<file path="src/rtl/ctrl_pkg.sv">
// Shared encodings for the multicycle ARM-style controller: FSM states, ALU
// control codes, instruction-field codes and datapath mux selects.
package ctrl_pkg;

   typedef enum logic [3:0] {
      S_FETCH  = 4'd0,
      S_DECODE = 4'd1,
      S_MEMADR = 4'd2,
      S_MEMRD  = 4'd3,
      S_MEMWB  = 4'd4,
      S_MEMWR  = 4'd5,
      S_EXECR  = 4'd6,
      S_EXECI  = 4'd7,
      S_ALUWB  = 4'd8,
      S_BRANCH = 4'd9
   } state_t;

   localparam logic [3:0] ALU_ADD = 4'b0100;
   localparam logic [3:0] ALU_SUB = 4'b0010;
   localparam logic [3:0] ALU_CMP = 4'b1010;

   localparam logic [1:0] OP_DP    = 2'b00;
   localparam logic [1:0] OP_MEM   = 2'b01;
   localparam logic [1:0] OP_BR    = 2'b10;
   localparam logic [1:0] OP_UNDEF = 2'b11;

   localparam logic [3:0] COND_EQ = 4'b0000;
   localparam logic [3:0] COND_NE = 4'b0001;
   localparam logic [3:0] COND_CS = 4'b0010;
   localparam logic [3:0] COND_CC = 4'b0011;
   localparam logic [3:0] COND_MI = 4'b0100;
   localparam logic [3:0] COND_PL = 4'b0101;
   localparam logic [3:0] COND_VS = 4'b0110;
   localparam logic [3:0] COND_VC = 4'b0111;
   localparam logic [3:0] COND_HI = 4'b1000;
   localparam logic [3:0] COND_LS = 4'b1001;
   localparam logic [3:0] COND_GE = 4'b1010;
   localparam logic [3:0] COND_LT = 4'b1011;
   localparam logic [3:0] COND_GT = 4'b1100;
   localparam logic [3:0] COND_LE = 4'b1101;
   localparam logic [3:0] COND_AL = 4'b1110;

   localparam logic [1:0] SRCB_RD2  = 2'b00;
   localparam logic [1:0] SRCB_IMM  = 2'b01;
   localparam logic [1:0] SRCB_FOUR = 2'b10;

   localparam logic [1:0] RES_ALUOUT = 2'b00;
   localparam logic [1:0] RES_RDATA  = 2'b01;
   localparam logic [1:0] RES_ALU    = 2'b10;

   localparam logic [1:0] IMM_DP  = 2'b00;
   localparam logic [1:0] IMM_MEM = 2'b01;
   localparam logic [1:0] IMM_BR  = 2'b10;

endpackage

</file>
<file path="src/rtl/cond_check.sv">
// ARM condition-code evaluator: cond field against stored {N,Z,C,V}.
// Only instantiated by multicycle_controller when COND_EXEC_EN is defined.
module cond_check
   import ctrl_pkg::*;
(
   input  logic [3:0] cond,
   input  logic [3:0] flags,
   output logic       pass
);

   logic n, z, c, v;
   assign {n, z, c, v} = flags;

   always_comb begin
      pass = 1'b0;
      case (cond)
         COND_EQ: pass = z;
         COND_NE: pass = !z;
         COND_CS: pass = c;
         COND_CC: pass = !c;
         COND_MI: pass = n;
         COND_PL: pass = !n;
         COND_VS: pass = v;
         COND_VC: pass = !v;
         COND_HI: pass = c && !z;
         COND_LS: pass = !c || z;
         COND_GE: pass = (n == v);
         COND_LT: pass = (n != v);
         COND_GT: pass = !z && (n == v);
         COND_LE: pass = z || (n != v);
         COND_AL: pass = 1'b1;
         default: pass = 1'b0;
      endcase
   end

endmodule

</file>
<file path="src/rtl/multicycle_controller.sv">
// Multicycle ARM-subset control unit: FSM, datapath selects and NZCV register.
// Define COND_EXEC_EN to honour the cond field; otherwise everything runs as AL.
module multicycle_controller
   import ctrl_pkg::*;
#(
   parameter int ALU_CTRL_W = 4
) (
   input  logic                  CLK,
   input  logic                  RESET,
   input  logic [31:0]           INSTR,
   input  logic [3:0]            ALUFlags,
   output logic                  PCWrite,
   output logic                  IRWrite,
   output logic                  RegWrite,
   output logic                  MemWrite,
   output logic                  AdrSrc,
   output logic                  ALUSrcA,
   output logic [1:0]            ALUSrcB,
   output logic [1:0]            ResultSrc,
   output logic [1:0]            ImmSrc,
   output logic [1:0]            RegSrc,
   output logic [ALU_CTRL_W-1:0] ALUControl,
   output logic [3:0]            STATE,
   output logic [3:0]            FLAGS
);

   state_t     state, next_state, out_state;
   logic [3:0] flags;
   logic [1:0] op;
   logic [3:0] cmd;
   logic       imm_bit, s_bit, l_bit, u_bit, rd_pc;
   logic       cond_pass, flag_load;
   logic       unused_instr;

   assign op      = INSTR[27:26];
   assign imm_bit = INSTR[25];
   assign cmd     = INSTR[24:21];
   assign u_bit   = INSTR[23];
   assign s_bit   = INSTR[20];
   assign l_bit   = INSTR[20];
   assign rd_pc   = (INSTR[15:12] == 4'hF);

   assign unused_instr = ^{INSTR[31:28], INSTR[19:16], INSTR[11:0]};

`ifdef COND_EXEC_EN
   cond_check u_cond_check (
      .cond  (INSTR[31:28]),
      .flags (flags),
      .pass  (cond_pass)
   );
`else
   assign cond_pass = 1'b1;
`endif

   // CMP has no writeback, so it updates FLAGS even if S were clear.
   assign flag_load = (state == S_EXECR || state == S_EXECI) && (s_bit || cmd == ALU_CMP);

   always_ff @(posedge CLK) begin
      // NOTE: non-blocking assignments so every register samples pre-edge values.
      if (!RESET) begin
         state <= S_FETCH;
         flags <= 4'b0000;
      end else begin
         state <= next_state;
         if (flag_load) flags <= ALUFlags;
      end
   end

   always_comb begin
      // NOTE: default assigned first so no path through the case infers a latch.
      next_state = S_FETCH;
      case (state)
         S_FETCH:  next_state = S_DECODE;
         S_DECODE:
            if (cond_pass) begin
               case (op)
                  OP_DP:    next_state = imm_bit ? S_EXECI : S_EXECR;
                  OP_MEM:   next_state = S_MEMADR;
                  OP_BR:    next_state = S_BRANCH;
                  OP_UNDEF: next_state = S_FETCH;
               endcase
            end
         S_MEMADR: next_state = l_bit ? S_MEMRD : S_MEMWR;
         S_MEMRD:  next_state = S_MEMWB;
         S_EXECR,
         S_EXECI:  next_state = (cmd == ALU_CMP) ? S_FETCH : S_ALUWB;
         default:  next_state = S_FETCH;
      endcase
   end

   // Under reset the decoder shows FETCH, with the write enables masked below.
   assign out_state = RESET ? state : S_FETCH;
   assign STATE     = out_state;
   assign FLAGS     = flags;

   always_comb begin
      PCWrite    = 1'b0;
      IRWrite    = 1'b0;
      RegWrite   = 1'b0;
      MemWrite   = 1'b0;
      AdrSrc     = 1'b0;
      ALUSrcA    = 1'b0;
      ALUSrcB    = SRCB_RD2;
      ResultSrc  = RES_ALUOUT;
      ImmSrc     = IMM_DP;
      RegSrc     = 2'b00;
      ALUControl = '0;
      case (out_state)
         S_FETCH: begin
            IRWrite    = 1'b1;
            ALUSrcA    = 1'b1;
            ALUSrcB    = SRCB_FOUR;
            ALUControl = ALU_CTRL_W'(ALU_ADD);
            ResultSrc  = RES_ALU;
            PCWrite    = 1'b1;
         end
         S_DECODE: begin
            ALUSrcA    = 1'b1;
            ALUSrcB    = SRCB_FOUR;
            ALUControl = ALU_CTRL_W'(ALU_ADD);
         end
         S_EXECR, S_EXECI: begin
            ALUSrcB    = (out_state == S_EXECI) ? SRCB_IMM : SRCB_RD2;
            ImmSrc     = IMM_DP;
            ALUControl = ALU_CTRL_W'(cmd);
         end
         S_ALUWB: begin
            ResultSrc = RES_ALUOUT;
            RegWrite  = 1'b1;
            PCWrite   = rd_pc;
         end
         S_MEMADR: begin
            ALUSrcB    = SRCB_IMM;
            ImmSrc     = IMM_MEM;
            ALUControl = ALU_CTRL_W'(u_bit ? ALU_ADD : ALU_SUB);
         end
         S_MEMRD:  AdrSrc = 1'b1;
         S_MEMWB: begin
            ResultSrc = RES_RDATA;
            RegWrite  = 1'b1;
            PCWrite   = rd_pc;
         end
         S_MEMWR: begin
            AdrSrc   = 1'b1;
            RegSrc   = 2'b10;
            MemWrite = 1'b1;
         end
         S_BRANCH: begin
            RegSrc     = 2'b01;
            ALUSrcB    = SRCB_IMM;
            ImmSrc     = IMM_BR;
            ALUControl = ALU_CTRL_W'(ALU_ADD);
            ResultSrc  = RES_ALU;
            PCWrite    = 1'b1;
         end
         default: ;
      endcase
      if (!RESET) begin
         PCWrite  = 1'b0;
         IRWrite  = 1'b0;
         RegWrite = 1'b0;
         MemWrite = 1'b0;
      end
   end

endmodule

</file>
<file path="config.mk">
export PLATFORM = sky130hd
export DESIGN_NAME = multicycle_controller
export DESIGN_NICKNAME = d
export VERILOG_FILES = /design/src/rtl/ctrl_pkg.sv /design/src/rtl/cond_check.sv /design/src/rtl/multicycle_controller.sv
export SDC_FILE = /design/constraint.sdc
export NUM_CORES = 1
export LEC_CHECK = 0
export ABC_AREA = 0
export CORE_MARGIN = 2
export CORE_UTILIZATION = 31
export CTS_BUF_LIST = sky130_fd_sc_hd__clkbuf_4
export DETAILED_ROUTE_END_ITERATION = 7
export GPL_ROUTABILITY_DRIVEN = 0
export PLACE_DENSITY_LB_ADDON = 0.12
export RECOVER_POWER = 100
export SLEW_MARGIN = 20
export SYNTH_ARGS = -nofsm -noshare
export SYNTH_HDL_FRONTEND = slang
export SYNTH_SLANG_ARGS = --single-unit
export TNS_END_PERCENT = 100
</file>
<file path="constraint.sdc">
create_clock -name CLK -period 5.7 [get_ports CLK]
set_input_delay 1.71 -clock CLK [delete_from_list [all_inputs] [get_ports CLK]]
set_output_delay 1.71 -clock CLK [all_outputs]
set_load 0.03 [all_outputs]
</file>
Word level (Yosys, flattened, before mapping) --
Cells that the tools add are included.
Operators by class: equal/unequal tests 19, multiplexer cells 23, reduce and logical (&&, ||, !) cells 14
Operators with widths (count):
- $eq 4x3->1 const B | 6
- $pmux 4 s5 | 1
- $eq 4x2->1 const B | 4
- $eq 4x4->1 const B | 4
- $pmux 4 s4 | 1
- $reduce_or 2->1 | 7
- $pmux 2 s2 | 3
- $pmux 4 s3 | 1
- $mux 1 | 11
- $eq 4x1->1 const B | 2
- $logic_not 4->1 | 2
- $mux 4 | 2
- $mux 3 | 2
- $pmux 2 s3 | 1
- $eq 2x2->1 const B | 2
- $reduce_or 3->1 | 1
- $eq 2x1->1 const B | 1
- $logic_not 2->1 | 1
- $logic_or 1x1->1 | 2
- $pmux 1 s2 | 1
- $logic_and 1x1->1 | 1
Storage, ports and cells: register bits after elaboration 8, input bits 38, output and inout port bits 26, logic and storage cells 58

Logic depth before layout (Yosys ltp) --
depth in word-level cells 5, depth in mapped cells 5, depth with buffers taken out 4

Worst setup path before layout --
No wires, ideal clock.
path kind input to output, start point input RESET, end point output PCWrite, data arrival time 3293 ps, data required time 3990 ps, setup slack 697 ps, stages on the path 3, buffers on the path 0, cells stage by stage nor4b_1 -> and2_1 -> o21a_1
Between the ends: word-level cells in the longest chain between the ends 5, elaborated cells on any way between the ends 9, those cells by class 3 x eq/ne; 3 x mux; 3 x reduce/logical
Ends and longest elaborated chain:
- from (decl) | line multicycle_controller.sv:9 | input logic RESET,
- $mux 4 | line multicycle_controller.sv:92 | assign out_state = RESET ? state : S_FETCH;
- $eq 4x4->1, or another cell as far along | line multicycle_controller.sv:108 | case (out_state)
- $reduce_or 2->1 (no source line)
- $pmux 1 s2 | line multicycle_controller.sv:108
- $mux 1 (*) | line multicycle_controller.sv:158 | if (!RESET) begin
- to (decl) | line multicycle_controller.sv:12 | output logic PCWrite,
Mark *: on every way between the ends. The rest lies on a longest branch, timed or not.

Worst setup path after layout --
start point input RESET, end point output ALUControl[3]
Between the ends: word-level cells in the longest chain between the ends 4, elaborated cells on any way between the ends 10, those cells by class 5 x eq/ne; 2 x mux; 3 x reduce/logical
Ends and longest elaborated chain:
- $mux 4 (*) | line multicycle_controller.sv:92
- $eq 4x4->1, or another cell as far along | line multicycle_controller.sv:108
- $reduce_or 3->1 (no source line) or $reduce_or 2->1 (tied branches)
- $pmux 4 s3 (*) | line multicycle_controller.sv:108
- to (decl) | line multicycle_controller.sv:22 | output logic [ALU_CTRL_W-1:0] ALUControl,
Marks and branches as above.

==> reports/results.tsv <==
stage	metric	value	unit
status	status	finished, final reports clean	
timing	period_needed	5320	ps
clocking	hold_buffers	0	
routing	drtIter0Drc	8	
synth	netlist_top_cells_count	nand2_1, dfxtp_1, nand3_1	
synth	synth_seq_area_share	26.6	%
synth	synth.most_common_cell	nand2_1	
synth	syn-num-nets	126	
synth	synthFlopType	dfxtp_1	
critical_path	worstSetupStartpoint	RESET	
critical_path	r2r_slack	4000	ps
die	start_util	33.8	%
timing	slew_headroom	61.8	%
critical_path	critPathCapture	ALUControl[3]	
critical_path	critPathMostFrequentCell	dlygate4sd3_1	
timing	fin_hold_ws	465	ps
synth	synth_cells	88	
routing	wl	1.69	mm
clocking	post-cts-setup-buffers	0	
cells_and_area	drive_gt1_share	3.94	%
die	core_area	1780	um^2
routing	via_per_inst	4.78	
clocking	cts_buffers	3	
synth	yosys_warnings	0	
critical_path	slowest_delay	740	ps
cells_and_area	nets	167	
synth	syn-mean-instance-area	6.85	um^2
synth	ys_top_cells_by_area	dfxtp_1, nand2_1, nand3_1	
timing	drv_slew	0	
critical_path	cp_slowest_cell	dlygate4sd3_1	
flow_run	maxCapViolCount	0	
clocking	cts-htree-levels	1	
clocking	cts_tree	yes	
routing	postRouteAntennaNets	0	
timing	fin_worst_skew	5.58	ps
clocking	cts_resized	0	
placement	portBuffers	43	
critical_path	worst_path_dominant_cell_family	buffers and inverters	
die	row_count	15	
power_and_ir_drop	vdd_drop_max	165	uV
routing	drc	0	
clocking	cts_buffer_depth	2	
timing	fin_crit_sh	93.4	%
timing	tightest_slew	572	ps
global_route	grt_use_total	16.2	%
routing	vias	726	
critical_path	rr_startpoint	state[0]	
synth	synth_seq_cells	8	
critical_path	end_kind	output port	
synth	synth.top_cell.area_share	26.6	%
critical_path	path_depth	6	
timing	clock.fmax	188	MHz
timing	hold_viol	0	
die	die_h	48.1	um
clocking	cts_root_buf	clkbuf_4	
die	io_pins	64	
synth	async_reset_ff_share	0	%
critical_path	r2r_cells	4	
critical_path	path_buf_inv	4	
clocking	clk_latency	250	ps
synth	synth-edff-count	0	
critical_path	cp-start-kind	input port	
cells_and_area	antenna_cells	0	
timing	finalSetupViolCount	0	
die	die_w	48.1	um
die	dieArea	2310	um^2
cells_and_area	fill_cells	168	
global_route	met3_usage	6.67	%
synth	synth_top_area_cell	dfxtp_1	
critical_path	cp.required	3990	ps
critical_path	path_class	input port to output port	
global_route	grtUsageMet1	23.1	%
power_and_ir_drop	p_leak	0.486	nW
synth	synth_area	603	um^2
synth	synthDistinctLibCells	31	
timing	fin_tns_setup	0	ps
placement	dp_hpwl	1.37	mm
clocking	clkTransAtPathRegs	60	ps
min_path	hold_path.class	flop to flop	
global_route	use_met2	23.7	%
critical_path	crit_chain	dlygate4sd3_1 > buf_4 > nand2_1 > inv_1 > and3_1 > dlygate4sd3_1	
cells_and_area	syn_to_final_growth	75.9	%
clocking	cts_sinks	8	
critical_path	crit_fanout	12	
global_route	grt_pass1_wl	2.59	mm
critical_path	r2r_end	state[3]	
global_route	gr-total-overflow	0	
global_route	grt-busiest-layer	met2	
timing	rsz0062_at_grt	false	
global_route	antenna_found_initial	0	
global_route	grt_pass1_vias	551	
critical_path	crit_arrival	3610	ps
routing	detail_route.wl_per_cell	11.1	um
routing	firstDrtPassIters	4	
global_route	grt_max_degree	18	
cells_and_area	utilization	59.5	%
power_and_ir_drop	power_density	156	nW/um^2
[report_power, final]
part	total, W	leakage, nW	switching (W)	internal (W)
registers	0.0000651	0.0650	0.00000717	0.0000580
clock network	0.0000427	0.0138	0.0000186	0.0000241
logic	0.0000581	0.408	0.0000295	0.0000286
[per-layer routing]
metal  part of all wire (%)  routed length (um)
met1                     46                 776
met5                      0                   0
met3                    5.0                  85
met2                     49                 823
met4                      0                   0
[worst min-delay path: cells and delay by family (launching register included)]
family | cells | cell delay (ps)
compound gates | 1 | 60
flops | 1 | 300
simple gates | 1 | 50
[cells in the final DEF, fill, tap and decap left out]
cell type / Yosys / routed
dlygate4sd3_1: 0 / 28
clkdlybuf4s50_1: 0 / 15
nand2_1: 10 / 10
dfxtp_1: 8 / 8
nand3_1: 7 / 7
nor3_1: 6 / 6
nor2_1: 6 / 6
o21ai_0: 6 / 6
and3_1: 4 / 4
and2_1: 3 / 3
inv_1: 3 / 3
nand2b_1: 3 / 3
a21oi_1: 3 / 3
clkbuf_4: 0 / 3
o31ai_1: 2 / 2
xnor2_1: 2 / 2
xor2_1: 2 / 2
a21o_1: 2 / 2
buf_4: 1 / 2
nor4_1: 1 / 1
or3_1: 1 / 1
a21boi_1: 1 / 1
nor2b_1: 1 / 1
nor4b_1: 1 / 1
and4_1: 1 / 1
o21a_1: 1 / 1
nor4bb_1: 1 / 1
or4b_1: 1 / 1
o21ai_1: 1 / 1
o211ai_1: 1 / 1
o22a_1: 1 / 1
[sequential cells by signal, indices dropped and copies added (netlist names)]
signal / count
FLAGS: 4
state: 4
[final cells by class]
type / instances / area (um^2) / area share [%]
Timing Repair Buffer: 45 / 445 / 42.0
Tap cell: 25 / 31.3 / 2.95
Multi-Input combinational cell: 68 / 390 / 36.8
Clock buffer: 3 / 22.5 / 2.12
Sequential cell: 8 / 160 / 15.1
Inverter: 3 / 11.3 / 1.06
[stage by stage]
| step | setup slack, ps | power [W] | area (um^2) | cells |
|---|---|---|---|---|
| floorplan | 697 | 0.0000995 | 603 | 88 |
| global placement | 529 | 0.000127 | 1040 | 149 |
| detailed placement | 503 | 0.000128 | 1040 | 149 |
| CTS | 509 | 0.000171 | 1060 | 152 |
| global route | 259 | 0.000176 | 1060 | 152 |
| finish | 376 | 0.000166 | 1060 | 152 |
[worst min path at each step]
stage	to	start	slack, ps	cells after the start
global placement	FLAGS[2]	FLAGS[2]	450	2
finish	FLAGS[0]	FLAGS[0]	470	2
floorplan	FLAGS[0]	FLAGS[0]	600	2
CTS	FLAGS[2]	FLAGS[2]	470	2
global route	FLAGS[3]	FLAGS[3]	500	2
detailed placement	FLAGS[2]	FLAGS[2]	460	2
[logic make-up (layout without fill, tap and decap cells)]
kind of cell	Yosys count	after routing	share of synthesized area, %
xor+xnor	4	4	5.81
buf+inv	12	51	8.71
flops	8	8	26.6
simple gates	46	46	40.5
compound gates	18	18	18.5
(Power assumes the default switching activity.)
